<file path="config.mk">
export PLATFORM = sky130hd
export DESIGN_NAME = n64adv2_vout_stage
export DESIGN_NICKNAME = d
export VERILOG_FILES = /design/src/rtl/n64adv2_vout_pkg.sv /design/src/rtl/n64adv2_raster_meas.sv /design/src/rtl/n64adv2_vout_stage.sv
export SDC_FILE = /design/constraint.sdc
export NUM_CORES = 1
export LEC_CHECK = 0
export CORE_ASPECT_RATIO = 1.4
export CORE_MARGIN = 3
export CORE_UTILIZATION = 30
export CTS_BUF_LIST = sky130_fd_sc_hd__clkbuf_2 sky130_fd_sc_hd__clkbuf_4 sky130_fd_sc_hd__clkbuf_8
export DETAILED_ROUTE_END_ITERATION = 7
export DONT_BUFFER_PORTS = 1
export PLACE_DENSITY = 0.41
export SYNTH_ARGS = -nofsm -noshare
export SYNTH_HDL_FRONTEND = slang
export SYNTH_HIERARCHICAL = 1
export SYNTH_SLANG_ARGS = --single-unit
</file>
<file path="constraint.sdc">
create_clock -name VCLK_Tx -period 3.41 [get_ports VCLK_Tx]
set_clock_uncertainty 0.1 [all_clocks]
set_input_delay 0.341 -clock VCLK_Tx [delete_from_list [all_inputs] [get_ports VCLK_Tx]]
set_output_delay 0.341 -clock VCLK_Tx [all_outputs]
set_load 0.02 [all_outputs]
</file>
<file path="src/rtl/n64adv2_vout_pkg.sv">
// Shared definitions for the n64adv2 video output stage: raster measurement
// FSM states and the saturation limit helper used by the measurement counters.
package n64adv2_vout_pkg;

    typedef enum logic [1:0] {
        M_RST   = 2'd0,
        M_SYNC  = 2'd1,
        M_VALID = 2'd2
    } meas_state_t;

    // All-ones value of a w-bit counter; counters stop here instead of wrapping.
    function automatic logic [31:0] sat_max(input int unsigned w);
        return (32'd1 << w) - 32'd1;
    endfunction

endpackage

</file>
<file path="src/rtl/n64adv2_raster_meas.sv">
// Input-side raster measurement: sync/DE edge detection, saturating counters
// for line length, active width and active lines, and the valid FSM.
module n64adv2_raster_meas
    import n64adv2_vout_pkg::*;
#(
    parameter int meas_width = 12
) (
    input  logic                  i_clk,
    input  logic                  i_rst_n,
    input  logic                  i_vsync,
    input  logic                  i_hsync,
    input  logic                  i_de,
    output logic                  o_vs_rise,
    output logic [meas_width-1:0] o_h_active,
    output logic [meas_width-1:0] o_v_active,
    output logic [meas_width-1:0] o_h_total,
    output logic                  o_meas_valid
);

    localparam logic [meas_width-1:0] CNT_MAX = meas_width'(sat_max(meas_width));
    localparam logic [meas_width-1:0] CNT_ONE = meas_width'(1);

    logic                  r_vs_d, r_hs_d, r_de_d;
    logic [meas_width-1:0] r_hcnt, r_decnt, r_lcnt;
    logic                  r_line_flag;
    meas_state_t           r_state;

    logic                  w_vs_rise, w_hs_rise, w_de_fall, w_line_done;
    logic [meas_width-1:0] w_lcnt_next;

    assign w_vs_rise   = i_vsync & ~r_vs_d;
    assign w_hs_rise   = i_hsync & ~r_hs_d;
    assign w_de_fall   = ~i_de & r_de_d;
    assign w_line_done = w_hs_rise & r_line_flag;
    // The closing line is folded in before a same-cycle VSYNC transfer.
    assign w_lcnt_next = (w_line_done && r_lcnt != CNT_MAX) ? r_lcnt + CNT_ONE : r_lcnt;
    assign o_vs_rise   = w_vs_rise;

    always_ff @(posedge i_clk) begin
        if (!i_rst_n) begin
            r_vs_d       <= 1'b0;
            r_hs_d       <= 1'b0;
            r_de_d       <= 1'b0;
            r_hcnt       <= '0;
            r_decnt      <= '0;
            r_lcnt       <= '0;
            r_line_flag  <= 1'b0;
            r_state      <= M_RST;
            o_h_active   <= '0;
            o_v_active   <= '0;
            o_h_total    <= '0;
            o_meas_valid <= 1'b0;
        end else begin
            r_vs_d <= i_vsync;
            r_hs_d <= i_hsync;
            r_de_d <= i_de;

            if (w_hs_rise) begin
                o_h_total <= r_hcnt;
                r_hcnt    <= CNT_ONE;
            end else if (r_hcnt != CNT_MAX) begin
                r_hcnt <= r_hcnt + CNT_ONE;
            end

            if (w_de_fall) begin
                o_h_active <= r_decnt;
                r_decnt    <= '0;
            end else if (i_de && r_decnt != CNT_MAX) begin
                r_decnt <= r_decnt + CNT_ONE;
            end

            if (w_de_fall)      r_line_flag <= 1'b1;
            else if (w_hs_rise) r_line_flag <= 1'b0;

            if (w_vs_rise) begin
                o_v_active <= w_lcnt_next;
                r_lcnt     <= '0;
                case (r_state)
                    M_RST:   r_state <= M_SYNC;
                    default: begin
                        r_state      <= M_VALID;
                        o_meas_valid <= 1'b1;
                    end
                endcase
            end else begin
                r_lcnt <= w_lcnt_next;
            end
        end
    end

endmodule

</file>
<file path="src/rtl/n64adv2_vout_stage.sv">
// Video output stage towards the ADV7513: lane-aligned delay pipe with
// polarity, DE blanking and frame-synchronous mute on the last (pin) stage.
module n64adv2_vout_stage
    import n64adv2_vout_pkg::*;
#(
    parameter int color_width = 8,
    parameter int channels    = 3,
    parameter int pipe_depth  = 2,
    parameter int meas_width  = 12
) (
    input  logic                              VCLK_Tx,
    input  logic                              nVRST_Tx,
    input  logic                              vsync_pol_i,
    input  logic                              hsync_pol_i,
    input  logic                              blank_en_i,
    input  logic                              mute_req_i,
    input  logic                              VSYNC_i,
    input  logic                              HSYNC_i,
    input  logic                              DE_i,
    input  logic [channels*color_width-1:0]   VD_i,
    output logic                              VSYNC_o,
    output logic                              HSYNC_o,
    output logic                              DE_o,
    output logic [channels*color_width-1:0]   VD_o,
    output logic                              mute_act_o,
    output logic [meas_width-1:0]             h_active_o,
    output logic [meas_width-1:0]             v_active_o,
    output logic [meas_width-1:0]             h_total_o,
    output logic                              meas_valid_o
);

    localparam int VDW = channels * color_width;
    localparam int LW  = VDW + 4;  // lane = {mute, vsync, hsync, de, vd}

    logic          r_mute_act;
    logic          w_vs_rise;
    logic [LW-1:0] w_lane_in, w_lane_pre;

    // Mute travels with the pixels so it switches exactly at a frame boundary.
    assign w_lane_in  = {r_mute_act, VSYNC_i, HSYNC_i, DE_i, VD_i};
    assign mute_act_o = r_mute_act;

    generate
        if (pipe_depth > 1) begin : g_dly
            logic [LW-1:0] r_dly [pipe_depth-1];

            always_ff @(posedge VCLK_Tx) begin
                if (!nVRST_Tx) begin
                    // NOTE: these stages are plain flops rather than a RAM, so they are
                    // reset; otherwise stale DE/data would reach the pins after reset.
                    for (int i = 0; i < pipe_depth - 1; i++) r_dly[i] <= '0;
                end else begin
                    r_dly[0] <= w_lane_in;
                    for (int i = 1; i < pipe_depth - 1; i++) r_dly[i] <= r_dly[i-1];
                end
            end

            assign w_lane_pre = r_dly[pipe_depth-2];
        end else begin : g_nodly
            assign w_lane_pre = w_lane_in;
        end
    endgenerate

    always_ff @(posedge VCLK_Tx) begin
        if (!nVRST_Tx) begin
            r_mute_act <= 1'b0;
            VSYNC_o    <= vsync_pol_i;
            HSYNC_o    <= hsync_pol_i;
            DE_o       <= 1'b0;
            VD_o       <= '0;
        end else begin
            if (w_vs_rise) r_mute_act <= mute_req_i;
            VSYNC_o <= w_lane_pre[LW-2] ^ vsync_pol_i;
            HSYNC_o <= w_lane_pre[LW-3] ^ hsync_pol_i;
            DE_o    <= w_lane_pre[LW-4];
            VD_o    <= (w_lane_pre[LW-1] || (blank_en_i && !w_lane_pre[LW-4]))
                       ? '0 : w_lane_pre[VDW-1:0];
        end
    end

    n64adv2_raster_meas #(
        .meas_width(meas_width)
    ) u_meas (
        .i_clk        (VCLK_Tx),
        .i_rst_n      (nVRST_Tx),
        .i_vsync      (VSYNC_i),
        .i_hsync      (HSYNC_i),
        .i_de         (DE_i),
        .o_vs_rise    (w_vs_rise),
        .o_h_active   (h_active_o),
        .o_v_active   (v_active_o),
        .o_h_total    (h_total_o),
        .o_meas_valid (meas_valid_o)
    );

endmodule
</file>
==> results.yml <==
logic_synthesis:
  muxShareOfSynthArea: 0.00813
  synth_seq_cells: 135
  synth_top_family_by_area: "simple AND/OR/NAND/NOR gates"
  yosys.area.top_type: "dfxtp_1"
  synth_xor_area_frac: 0.0160
  synthTopCellsByArea: "dfxtp_1 (55%), and4b_1 (4.9%), and2_1 (4.2%), a21oi_1 (3.7%), nand2_1 (3.7%)"
  synth-async-reset-ratio: 0
  yosys.area_share.adder: 0.00763
  yosysSeqAreaShare: 0.549
  synthSimpleGateAreaFrac: 0.254
  ys.warnings.count: 6
  yosysTopAreaCellShare: 0.549
  syn-num-nets: 526
  synth_commonest_cells: "dfxtp_1 (135), nand2_1 (48), a21oi_1 (36)"
  synth_edf_count: 0
  postSynthCellCount: 490
  syn_area_sq_um: 4920
  synth.most_common_cell: "dfxtp_1"
  synth.distinct_cells: 54
  avgSynthCellArea_sq_um: 10.0
  synth_compound_area_frac: 0.129
  synth_ff_type: "dfxtp_1"
layout:
  instances_no_fill: 733
  area_growth_pct: 19.3
  final_cell_area_sq_um: 5870
  final_net_count: 562
  drive_above_1_share: 0.0782
  num_antenna_cells: 0
placement:
  io_buffer_count: 0
  dp_slack_ns: 1.36
  dp_hpwl_mm: 7.56
  post_dp_cell_area_sq_um: 5020
  place.gp.congestion: 0.736
  dp_cells: 659
sta:
  finalHoldViolCount: 0
  fin_crit_sh: 0.619
  finalWorstSetupSlack_ns: 1.30
  tns_ns: 0
  max_freq_mhz: 474
  hold-worst-slack_ns: 0.0481
  drv_slew: 0
  worst_pin_slew_ns: 0.792
  setup_violations: 0
  rsz0062_at_grt: "no"
  slew_headroom: 0.471
  fin_crit_ns: 2.11
floorplan:
  dieHeight_um: 158
  initial_core_util: 0.311
  num_rows: 54
  pin_count: 98
  core_sq_um: 15800
  die-area_sq_um: 18000
  die_x_um: 114
worst_setup_path:
  slowest_stage: "nor4_4"
  cp.arrival_ns: 2.37
  critPathMaxFanout: 14
  crit_type: "reg -> reg"
  path_cells: "ha_1 > nand2_1 > nor4_4 > o21ai_0 > a31oi_1"
  r2r_setup_slack_ns: 1.30
  required_ns: 3.67
  slowest_delay_ns: 0.63
  start_kind: "flop"
  crit_path_end_kind: "flop"
  rr_startpoint: "u_meas/r_lcnt[0]"
  r2r_cells: 5
  r2r_end: "u_meas/o_v_active[4]"
power_and_ir_drop:
  p_per_area_nw_per_um2: 543
  ir_worst_vdd_mv: 0.270
  p_leak_nw: 2.19
run:
  drv_cap: 0
grt:
  first_global_vias: 3599
  grt_max_degree: 59
  grt_usage: 0.139
  grt_pass1_wl_mm: 19.3
  overflow: 0
  antenna_found_initial: 0
clock_tree:
  clkTransAtPathRegs_ns: 0.07
  clock-sinks: 135
  clk_latency_ns: 0.44
  cts_tree: "done"
  clockBufferDepth: 2
  cts_buffers: 17
  htree_levels: 4
  root_buffer: "clkbuf_8"
routing:
  wl_per_cell_um: 16.5
  route.detailed.drc: 0
  drt_iter0_drc: 163
  ant_nets: 0
  routed_wl_mm: 12.1
  dr.pass1.iters: 5
  drt-vias-per-instance: 5.03
  vias: 3688
min_path:
  holdCritStartpoint: "DE_i"
  min_path_cells: 2
  hold_path_end: "u_meas/r_decnt[1]"
  hold_class: "in -> reg"
run_status:
  status: "finished clean"
## repair_timing
item                                    4_1_cts  5_1_grt
buffers inserted                              0        0
hold endpoints to repair                     72        0
hold buffers                                 44        0
resized for setup                             0        0
endpoints found under the setup margin        0        0
## flip-flops by register name, summed over array words and instances, names as in the netlist, 2 cells and up
| register | count |
|---|---|
| u_meas/o_v_active | 12 |
| u_meas/o_h_total | 12 |
| u_meas/r_state | 2 |
| u_meas/r_decnt | 12 |
| u_meas/r_lcnt | 12 |
| g_dly.r_dly | 28 |
| u_meas/o_h_active | 12 |
| u_meas/r_hcnt | 12 |
| VD_o | 24 |
## stage by stage
step | total power, W | utilization
floorplan | 0.00180 | -
global route | 0.00335 | 0.371
finish | 0.00319 | 0.371
detailed placement | 0.00182 | 0.318
global placement | 0.00182 | 0.318
CTS | 0.00325 | 0.371
## where the power goes
part | switching (W) | internal (W) | total, W
sequential | 0.0000569 | 0.00162 | 0.00168
clock | 0.000624 | 0.000733 | 0.00136
combinational | 0.0000756 | 0.0000762 | 0.000152
total | 0.000756 | 0.00243 | 0.00319
## final cells by class
type	instances	area, sq um
Fill cell	1610	9940
Sequential cell	135	2700
Multi-Input combinational cell	320	2040
Timing Repair Buffer	45	458
Clock buffer	18	248
Tap cell	196	245
Clock inverter	12	153
Inverter	7	26.3
## layer usage
layer / vias up / global-route usage / share of wire
met5: - / 0 / 0
met4: 0 / 0.0560 / 0.015
met3: 17 / 0.0585 / 0.073
met2: 106 / 0.225 / 0.48
met1: 1725 / 0.162 / 0.43
li1: 1840 / - / -
## critical path: cells and delay by family (launching register included)
kind            cells  cell delay [ns]
compound gates      2             0.48
fa+ha+maj           1             0.24
flops               1             0.39
simple gates        2             0.81
## cells in the final DEF (no fill, tap or decap), types with 2 or more instances in the layout
cell type      count
o41ai_1            2
nand3_1           12
and2_1            33
ha_1               3
inv_1              5
a211oi_1           2
nand4_1            7
nor2b_1            5
and3_1             5
a22o_1            12
nor3_1            13
xor2_1             2
or3_1              7
a21oi_1           36
and4_1             4
dfxtp_1          135
and4b_1           24
nor2_1            22
nor4_1             4
o21ai_0           17
dlygate4sd3_1     43
clkinv_1           2
nand2_1           48
mux2i_1            4
xnor2_1            7
o31ai_1            8
clkinv_2           3
nand2b_1           3
inv_6              2
a31oi_1           10
clkinvlp_4         4
bufinv_16          3
or4_1              7
o211ai_1           3
clkbuf_8          18
## logic make-up (layout without fill, tap and decap cells)
family	Yosys count	count (layout)
AO/OA/AOI/OAI	99	99
XOR/XNOR	9	9
AND/OR/NAND/NOR	205	205
buffers and inverters	35	82
adder cells (fa/ha/maj)	3	3
multiplexers	4	4
flip-flops	135	135
## worst max-delay path by stage
stage / slack, ns / start / depth (start not counted) / end
floorplan: 1.65 / u_meas/r_hcnt[0] / 6 / u_meas/r_hcnt[0]
global placement: 1.37 / VSYNC_i / 4 / u_meas/o_v_active[11]
detailed placement: 1.36 / VSYNC_i / 4 / u_meas/o_v_active[11]
CTS: 1.34 / u_meas/r_lcnt[0] / 5 / u_meas/o_v_active[4]
global route: 1.15 / u_meas/r_vs_d / 4 / u_meas/o_v_active[10]
finish: 1.30 / u_meas/r_lcnt[0] / 5 / u_meas/o_v_active[4]
Power figures use the tool's default switching activity.
